==> config.mk <==
export PLATFORM = sky130hd
export DESIGN_NAME = load_store_unit
export DESIGN_NICKNAME = d
export VERILOG_FILES = /design/src/rtl/lsu_pkg.sv /design/src/rtl/load_extend.sv /design/src/rtl/load_store_unit.sv
export SDC_FILE = /design/constraint.sdc
export NUM_CORES = 1
export LEC_CHECK = 0
export ABC_AREA = 1
export BUFFER_PORTS_ARGS = -buffer_cell sky130_fd_sc_hd__buf_2
export CAP_MARGIN = 20
export CORE_ASPECT_RATIO = 0.6
export CORE_MARGIN = 1
export CORE_UTILIZATION = 40
export CTS_BUF_LIST = sky130_fd_sc_hd__clkbuf_2 sky130_fd_sc_hd__clkbuf_4 sky130_fd_sc_hd__clkbuf_8
export DETAILED_ROUTE_END_ITERATION = 10
export GPL_TIMING_DRIVEN = 0
export MAX_ROUTING_LAYER = met4
export PLACE_DENSITY = 0.64
export RECOVER_POWER = 100
export SLEW_MARGIN = 30
export SYNTH_ARGS = -nofsm -noshare
export SYNTH_HDL_FRONTEND = slang
export SYNTH_SLANG_ARGS = --single-unit
==> constraint.sdc <==
create_clock -name Clk -period 3.1 [get_ports Clk]
set_input_delay 0.31 -clock Clk [delete_from_list [all_inputs] [get_ports Clk]]
set_output_delay 0.31 -clock Clk [all_outputs]
set_load 0.02 [all_outputs]
==> src/rtl/lsu_pkg.sv <==
// Shared definitions for the load/store unit.
//
// Contents:
//   - RV32I funct3 codes for loads (LB/LH/LW/LBU/LHU) and stores (SB/SH/SW)
//   - the memory write-enable codes (Mem_WE)
//   - the FSM state encoding
//   - access_size(): access width in bytes for a funct3
package lsu_pkg;

    localparam logic [2:0] F3_LB  = 3'd0;
    localparam logic [2:0] F3_LH  = 3'd1;
    localparam logic [2:0] F3_LW  = 3'd2;
    localparam logic [2:0] F3_LBU = 3'd4;
    localparam logic [2:0] F3_LHU = 3'd5;
    localparam logic [2:0] F3_SB  = 3'd0;
    localparam logic [2:0] F3_SH  = 3'd1;
    localparam logic [2:0] F3_SW  = 3'd2;

    localparam logic [1:0] WE_NONE = 2'b00;
    localparam logic [1:0] WE_BYTE = 2'b01;
    localparam logic [1:0] WE_HALF = 2'b10;
    localparam logic [1:0] WE_WORD = 2'b11;

    typedef enum logic [1:0] {
        IDLE   = 2'd0,
        ACCESS = 2'd1,
        RESP   = 2'd2
    } lsu_state_t;

    // The low two funct3 bits carry the width for both loads and stores
    // (bit 2 only selects zero-extension). Illegal codes still get a size
    // here; they are rejected separately as faults.
    function automatic logic [2:0] access_size(input logic [2:0] funct3);
        case (funct3[1:0])
            2'b00:   access_size = 3'd1;
            2'b01:   access_size = 3'd2;
            2'b10:   access_size = 3'd4;
            default: access_size = 3'd1;
        endcase
    endfunction

endpackage

==> src/rtl/load_extend.sv <==
// Combinational load-data extender.
//
// Ports:
//   funct3 [2:0]  load funct3 (LB, LH, LW, LBU, LHU)
//   raw    [31:0] little-endian word read from memory
//   ext    [31:0] sign/zero-extended load result (0 for non-load codes)
module load_extend
    import lsu_pkg::*;
(
    input  logic [2:0]  funct3,
    input  logic [31:0] raw,
    output logic [31:0] ext
);

    always_comb begin
        ext = '0;
        case (funct3)
            F3_LB:   ext = {{24{raw[7]}}, raw[7:0]};
            F3_LH:   ext = {{16{raw[15]}}, raw[15:0]};
            F3_LW:   ext = raw;
            F3_LBU:  ext = {24'd0, raw[7:0]};
            F3_LHU:  ext = {16'd0, raw[15:0]};
            default: ext = '0;
        endcase
    end

endmodule

==> src/rtl/load_store_unit.sv <==
// RV32I load/store unit between the execute stage and a byte-addressable
// data memory. One request is in flight at a time; errors are detected on
// the request fields and suppress the memory access entirely.
//
// Handshakes (both ports): a transfer happens at a rising edge where valid
// and ready are both high. The producer holds valid and its payload stable
// until that edge. Req_Ready is high only in IDLE; Rsp_Valid is high only
// in RESP, with all Rsp_* outputs held stable until accepted.
//
// Ports:
//   Clk, Rst                      clock, asynchronous active-high reset
//   Req_Valid/Req_Ready           request handshake
//   Req_Store, Req_Funct3,
//   Req_Addr, Req_Wdata           request payload
//   Rsp_Valid/Rsp_Ready           response handshake
//   Rsp_Rdata, Rsp_Misaligned,
//   Rsp_Fault                     response payload
//   Mem_RD_Addr, Mem_WR_Addr,
//   Mem_Din, Mem_WE, Mem_Dout     data memory interface
//   Dbg_State                     current FSM state (lsu_state_t encoding)
module load_store_unit
    import lsu_pkg::*;
#(
    parameter int MEM_BYTES = 1024,
    parameter int ADDR_W    = 32
) (
    input  logic              Clk,
    input  logic              Rst,
    input  logic              Req_Valid,
    output logic              Req_Ready,
    input  logic              Req_Store,
    input  logic [2:0]        Req_Funct3,
    input  logic [ADDR_W-1:0] Req_Addr,
    input  logic [31:0]       Req_Wdata,
    output logic              Rsp_Valid,
    input  logic              Rsp_Ready,
    output logic [31:0]       Rsp_Rdata,
    output logic              Rsp_Misaligned,
    output logic              Rsp_Fault,
    output logic [ADDR_W-1:0] Mem_RD_Addr,
    output logic [ADDR_W-1:0] Mem_WR_Addr,
    output logic [31:0]       Mem_Din,
    output logic [1:0]        Mem_WE,
    input  logic [31:0]       Mem_Dout,
    output logic [1:0]        Dbg_State
);

    lsu_state_t        state_q, state_d;
    logic              store_q, store_d;
    logic [2:0]        funct3_q, funct3_d;
    logic [ADDR_W-1:0] addr_q, addr_d;
    logic [31:0]       wdata_q, wdata_d;
    logic [31:0]       rdata_q, rdata_d;
    logic              mis_q, mis_d;
    logic              fault_q, fault_d;

    // ------------------------------------------------------------------
    // Request error evaluation (purely on the incoming fields)
    // ------------------------------------------------------------------
    logic          req_legal;
    logic [2:0]    req_size;
    logic [ADDR_W:0] req_last;
    logic          req_mis;
    logic          req_fault;

    always_comb begin
        if (Req_Store) begin
            req_legal = (Req_Funct3 <= F3_SW);
        end else begin
            req_legal = (Req_Funct3 != 3'd3) && (Req_Funct3 != 3'd6) &&
                        (Req_Funct3 != 3'd7);
        end
        req_size = access_size(Req_Funct3);
        // One extra bit so an address near the top of the space cannot
        // wrap back into range.
        req_last = {1'b0, Req_Addr} + (ADDR_W+1)'(req_size) - (ADDR_W+1)'(1);
        // Alignment is only meaningful for a real access width.
        req_mis  = req_legal &&
                   (((req_size == 3'd2) && Req_Addr[0]) ||
                    ((req_size == 3'd4) && (Req_Addr[1:0] != 2'b00)));
        req_fault = !req_legal || (req_last >= (ADDR_W+1)'(MEM_BYTES));
    end

    // ------------------------------------------------------------------
    // Load extension of the memory read data
    // ------------------------------------------------------------------
    logic [31:0] load_ext;

    load_extend u_load_extend (
        .funct3 (funct3_q),
        .raw    (Mem_Dout),
        .ext    (load_ext)
    );

    // ------------------------------------------------------------------
    // State register
    // ------------------------------------------------------------------
    always_ff @(posedge Clk or posedge Rst) begin
        if (Rst) begin
            state_q  <= IDLE;
            store_q  <= 1'b0;
            funct3_q <= '0;
            addr_q   <= '0;
            wdata_q  <= '0;
            rdata_q  <= '0;
            mis_q    <= 1'b0;
            fault_q  <= 1'b0;
        end else begin
            state_q  <= state_d;
            store_q  <= store_d;
            funct3_q <= funct3_d;
            addr_q   <= addr_d;
            wdata_q  <= wdata_d;
            rdata_q  <= rdata_d;
            mis_q    <= mis_d;
            fault_q  <= fault_d;
        end
    end

    // ------------------------------------------------------------------
    // Next state and handshake outputs
    // ------------------------------------------------------------------
    always_comb begin
        state_d   = state_q;
        store_d   = store_q;
        funct3_d  = funct3_q;
        addr_d    = addr_q;
        wdata_d   = wdata_q;
        rdata_d   = rdata_q;
        mis_d     = mis_q;
        fault_d   = fault_q;
        Req_Ready = 1'b0;
        Rsp_Valid = 1'b0;

        case (state_q)
            IDLE: begin
                Req_Ready = 1'b1;
                if (Req_Valid) begin
                    store_d  = Req_Store;
                    funct3_d = Req_Funct3;
                    addr_d   = Req_Addr;
                    wdata_d  = Req_Wdata;
                    rdata_d  = '0;
                    mis_d    = req_mis;
                    fault_d  = req_fault;
                    // Errored requests skip ACCESS so memory is never touched.
                    state_d  = (req_mis || req_fault) ? RESP : ACCESS;
                end
            end
            ACCESS: begin
                rdata_d = store_q ? 32'd0 : load_ext;
                state_d = RESP;
            end
            RESP: begin
                Rsp_Valid = 1'b1;
                if (Rsp_Ready) begin
                    mis_d   = 1'b0;
                    fault_d = 1'b0;
                    state_d = IDLE;
                end
            end
            default: state_d = IDLE;
        endcase
    end

    // Write enable is decoded from the state register, so an asynchronous
    // reset during ACCESS removes it before the closing edge.
    always_comb begin
        Mem_WE = WE_NONE;
        if ((state_q == ACCESS) && store_q) begin
            case (funct3_q[1:0])
                2'b00:   Mem_WE = WE_BYTE;
                2'b01:   Mem_WE = WE_HALF;
                2'b10:   Mem_WE = WE_WORD;
                default: Mem_WE = WE_NONE;
            endcase
        end
    end

    assign Mem_RD_Addr    = addr_q;
    assign Mem_WR_Addr    = addr_q;
    assign Mem_Din        = wdata_q;
    assign Rsp_Rdata      = rdata_q;
    assign Rsp_Misaligned = mis_q;
    assign Rsp_Fault      = fault_q;
    assign Dbg_State      = state_q;

endmodule

==> qor.txt <==
First DRT Iteration DRCs -> 511
die height -> 105 µm
Synth cell types -> 33
Slew Viols, Final -> 51
Peak VDD IR -> 0.215 mV
wl on met1 -> 11300 µm
Slew @ Worst Pin -> 1.99 ns
Post-route DRC -> 0
largest net degree at the start of global routing -> 55
Max Cap Viol -> 1
Core Util, Final -> 50.2%
Synth Instances -> 1049
CP peak stage delay -> 0.36 ns
Synth Area in Simple Gates -> 32.3%
largest family of logic cells by synthesized area -> simple AND/OR/NAND/NOR gates
CP Launch Type -> input pin
f_max -> 341 MHz
H-tree levels -> 3
Clock Latency Late Sink -> 0.38 ns
crit end category -> flop
routed via count -> 7298
highest metal used -> met4
number of global-route vias before repair -> 6517
min-delay src -> Req_Wdata[25]
die area -> 0.0183 mm²
Leak -> 4.80 nW
post-route clock period utilization -> 94.5%
Clock Sinks -> 104
Placeable Area -> 0.0173 mm²
most common cell after layout, fill and taps aside -> nand2_1
grt ovf -> 0
routed length on met3 -> 1380 µm
WL final -> 20900 µm
Hold Path Depth -> 3
Worst path slowest cell -> ha_1
adder-cell share of the synthesized area -> 7.51%
ys flop type -> dfrtp_1
RSZ-0062 raised after global routing -> no
filler instances -> 1871
Layout area overhead -> 22.2%
launch point of the worst reg-to-reg path -> Dbg_State[1]
GRT Overall Usage -> 23.6%
first-pass GRT wire length -> 33600 µm
WL met2 -> 8080 µm
Critical path origin -> Req_Funct3[0]
Final Hold Fails -> 0
WP data required -> 3.37 ns
number of setup violations in the final report -> 0
Starting Density -> 41.1%
Std-Cell Rows -> 37
Crit path arrival time -> 3.20 ns
total CTS buffers -> 9
drt pass-1 iters -> 5
mux contribution to synthesized area -> 0%
gpl congestion -> 0.932
Syn Nets -> 1195
Avg Cell Area, Syn -> 6.77 µm²
R2R depth -> 8
synthesized area -> 0.00710 mm²
area leader, netlist -> dfrtp_1
power per cell area -> 488 mW/mm²
Synth Area in XOR/XNOR -> 0.123%
Placed Instance Area -> 0.00862 mm²
fin area -> 0.00867 mm²
Final HPWL DP -> 17000 µm
flop and latch count out of synthesis -> 104
Place WS -> -0.257 ns
DRT antenna net count -> 0
Final min period -> 2.93 ns
Root Buffer -> clkbuf_8
synth warn -> 0
Die W -> 174 µm
Slew HR -> -33.0%
mean routed wirelength per cell -> 13.6 µm
vias per cell -> 4.73
port bufs -> 239
fin worst setup slack -> 0.169 ns
antenna violations before repair -> 2
Most Frequent Cell on Critical Path -> nand2_1
crit-path max FO -> 5
Compound-Gate Fraction of Synth Area -> 9.96%
Total Power -> 4.23 mW
failing checks -> max-capacitance violations, max-slew violations
Synth area leaders -> dfrtp_1, nand2_1, inv_1
outcome -> complete, but fails checks
sequential share of the synthesized area -> 36.7%
asr flop ratio synth -> 100%
TritonCTS clock tree -> yes
share of cells above drive strength 1 -> 14.9%
CTS clock-pin slew for the worst setup and hold paths -> 0.10 ns
fin nets -> 1449
HP Class -> in -> reg
IO Pins -> 240
most frequent cells in the layout -> nand2_1, clkbuf_1, inv_1
number of synthesized flops with an enable pin -> 0
Clock Skew -> 0.0152 ns
CTS max path bufs -> 2
Synth top area share -> 36.7%
Critical Path, Cell by Cell -> buf_2 -> inv_1 -> ha_1 -> inv_1 -> ha_1 -> inv_1 -> ha_1 -> nand2_1 -> nand2_1 -> nand3_1 -> nand2_1 -> nand2_1 -> nand2_1 -> nand3b_1 -> nand2_1 -> xor2_1 -> nand2_1 -> nor2_1 -> nand4_1 -> nand2_1 -> nand2_1
critical path class -> in -> reg
==> metal layers <==
layer	track usage, %	vias up
met1	36.9	3280
met5	-	-
met2	31.8	253
li1	-	3748
met3	3.57	17
met4	3.95	0
==> stage by stage <==
stage | std cells | TNS, ns | hold WS (ns)
final | 1544 | 0 | 0.134
after global routing | 1544 | 0 | 0.127
after CTS | 1540 | 0 | 0.112
after detailed placement | 1523 | -0.635 | 0.396
after global placement | 1522 | -137.25 | 0.450
after floorplan | 1049 | 0 | 0.427
==> repair_timing <==
| action | CTS | global route |
|---|---|---|
| endpoints found under the hold margin | 42 | 0 |
| setup buffers | 0 | 2 |
| resized for setup | 0 | 5 |
| hold buffers | 1 | 0 |
| endpoints found under the setup margin | 0 | 3 |
==> critical path, delay by kind of cell <==
| kind | cells | cell delay [ns] |
|---|---|---|
| buffers and inverters | 4 | 0.34 |
| adder cells (fa/ha/maj) | 3 | 0.84 |
| XOR/XNOR | 1 | 0.30 |
| AND/OR/NAND/NOR | 13 | 1.41 |
==> Yosys cell counts, types with 9 or more instances <==
| cell | n |
|---|---|
| a21oi_1 | 50 |
| buf_4 | 32 |
| clkbuf_1 | 21 |
| dfrtp_1 | 104 |
| ha_1 | 41 |
| inv_1 | 154 |
| inv_2 | 9 |
| nand2_1 | 360 |
| nand2_2 | 13 |
| nand3_1 | 75 |
| nor2_1 | 60 |
| o21ai_0 | 74 |
==> worst paths after layout <==
kind | endpoint | slack, ns
hold / removal | Mem_Din[25] | 0.13
max in group asynchronous | Mem_RD_Addr[25] | 0.81
hold reg to reg | Mem_Din[4] | 0.48
min in group asynchronous | Mem_Din[13] | 1.14
setup / recovery | Dbg_State[1] | 0.17
setup reg to reg | Mem_Din[20] | 0.47
==> logic make-up (layout without fill, tap and decap cells) <==
kind of cell / count (synthesis) / after routing
DFF: 104 / 104
AOI/OAI and AO/OA: 135 / 135
and+or+nand+nor: 545 / 545
xor gates and xnor gates: 1 / 1
buffers and inverters: 222 / 481
other: 0 / 2
adders and majority gates: 42 / 42
==> registers in the layout (all words and copies together), names as in the netlist <==
register,count
Rsp_Fault,1
store_q,1
Mem_Din,32
Rsp_Rdata,32
Rsp_Misaligned,1
funct3_q,3
Mem_RD_Addr,32
Dbg_State,2
==> report_power, final <==
part,internal [mW],leakage (nW),total [mW],switching [mW]
Sequential,1.54,1.34,1.68,0.136
Clock,0.309,0.0930,0.841,0.531
Combinational,0.564,3.37,1.71,1.15
Total,2.42,4.80,4.23,1.81
==> layout make-up <==
class                   instances  area, µm²  area share [%]
clock inverters                 7       58.8           0.678
plain buffers                  57        334            3.85
flip-flops and latches        104       2600            30.0
inverters                     165        619            7.14
clock buffers                   9        124            1.43
well taps                     234        293            3.38
multi-input cells             723       3560            41.0
diodes                          2       5.00          0.0577
repair buffers                243       1080            12.4
Power figures use the tool's default switching activity.
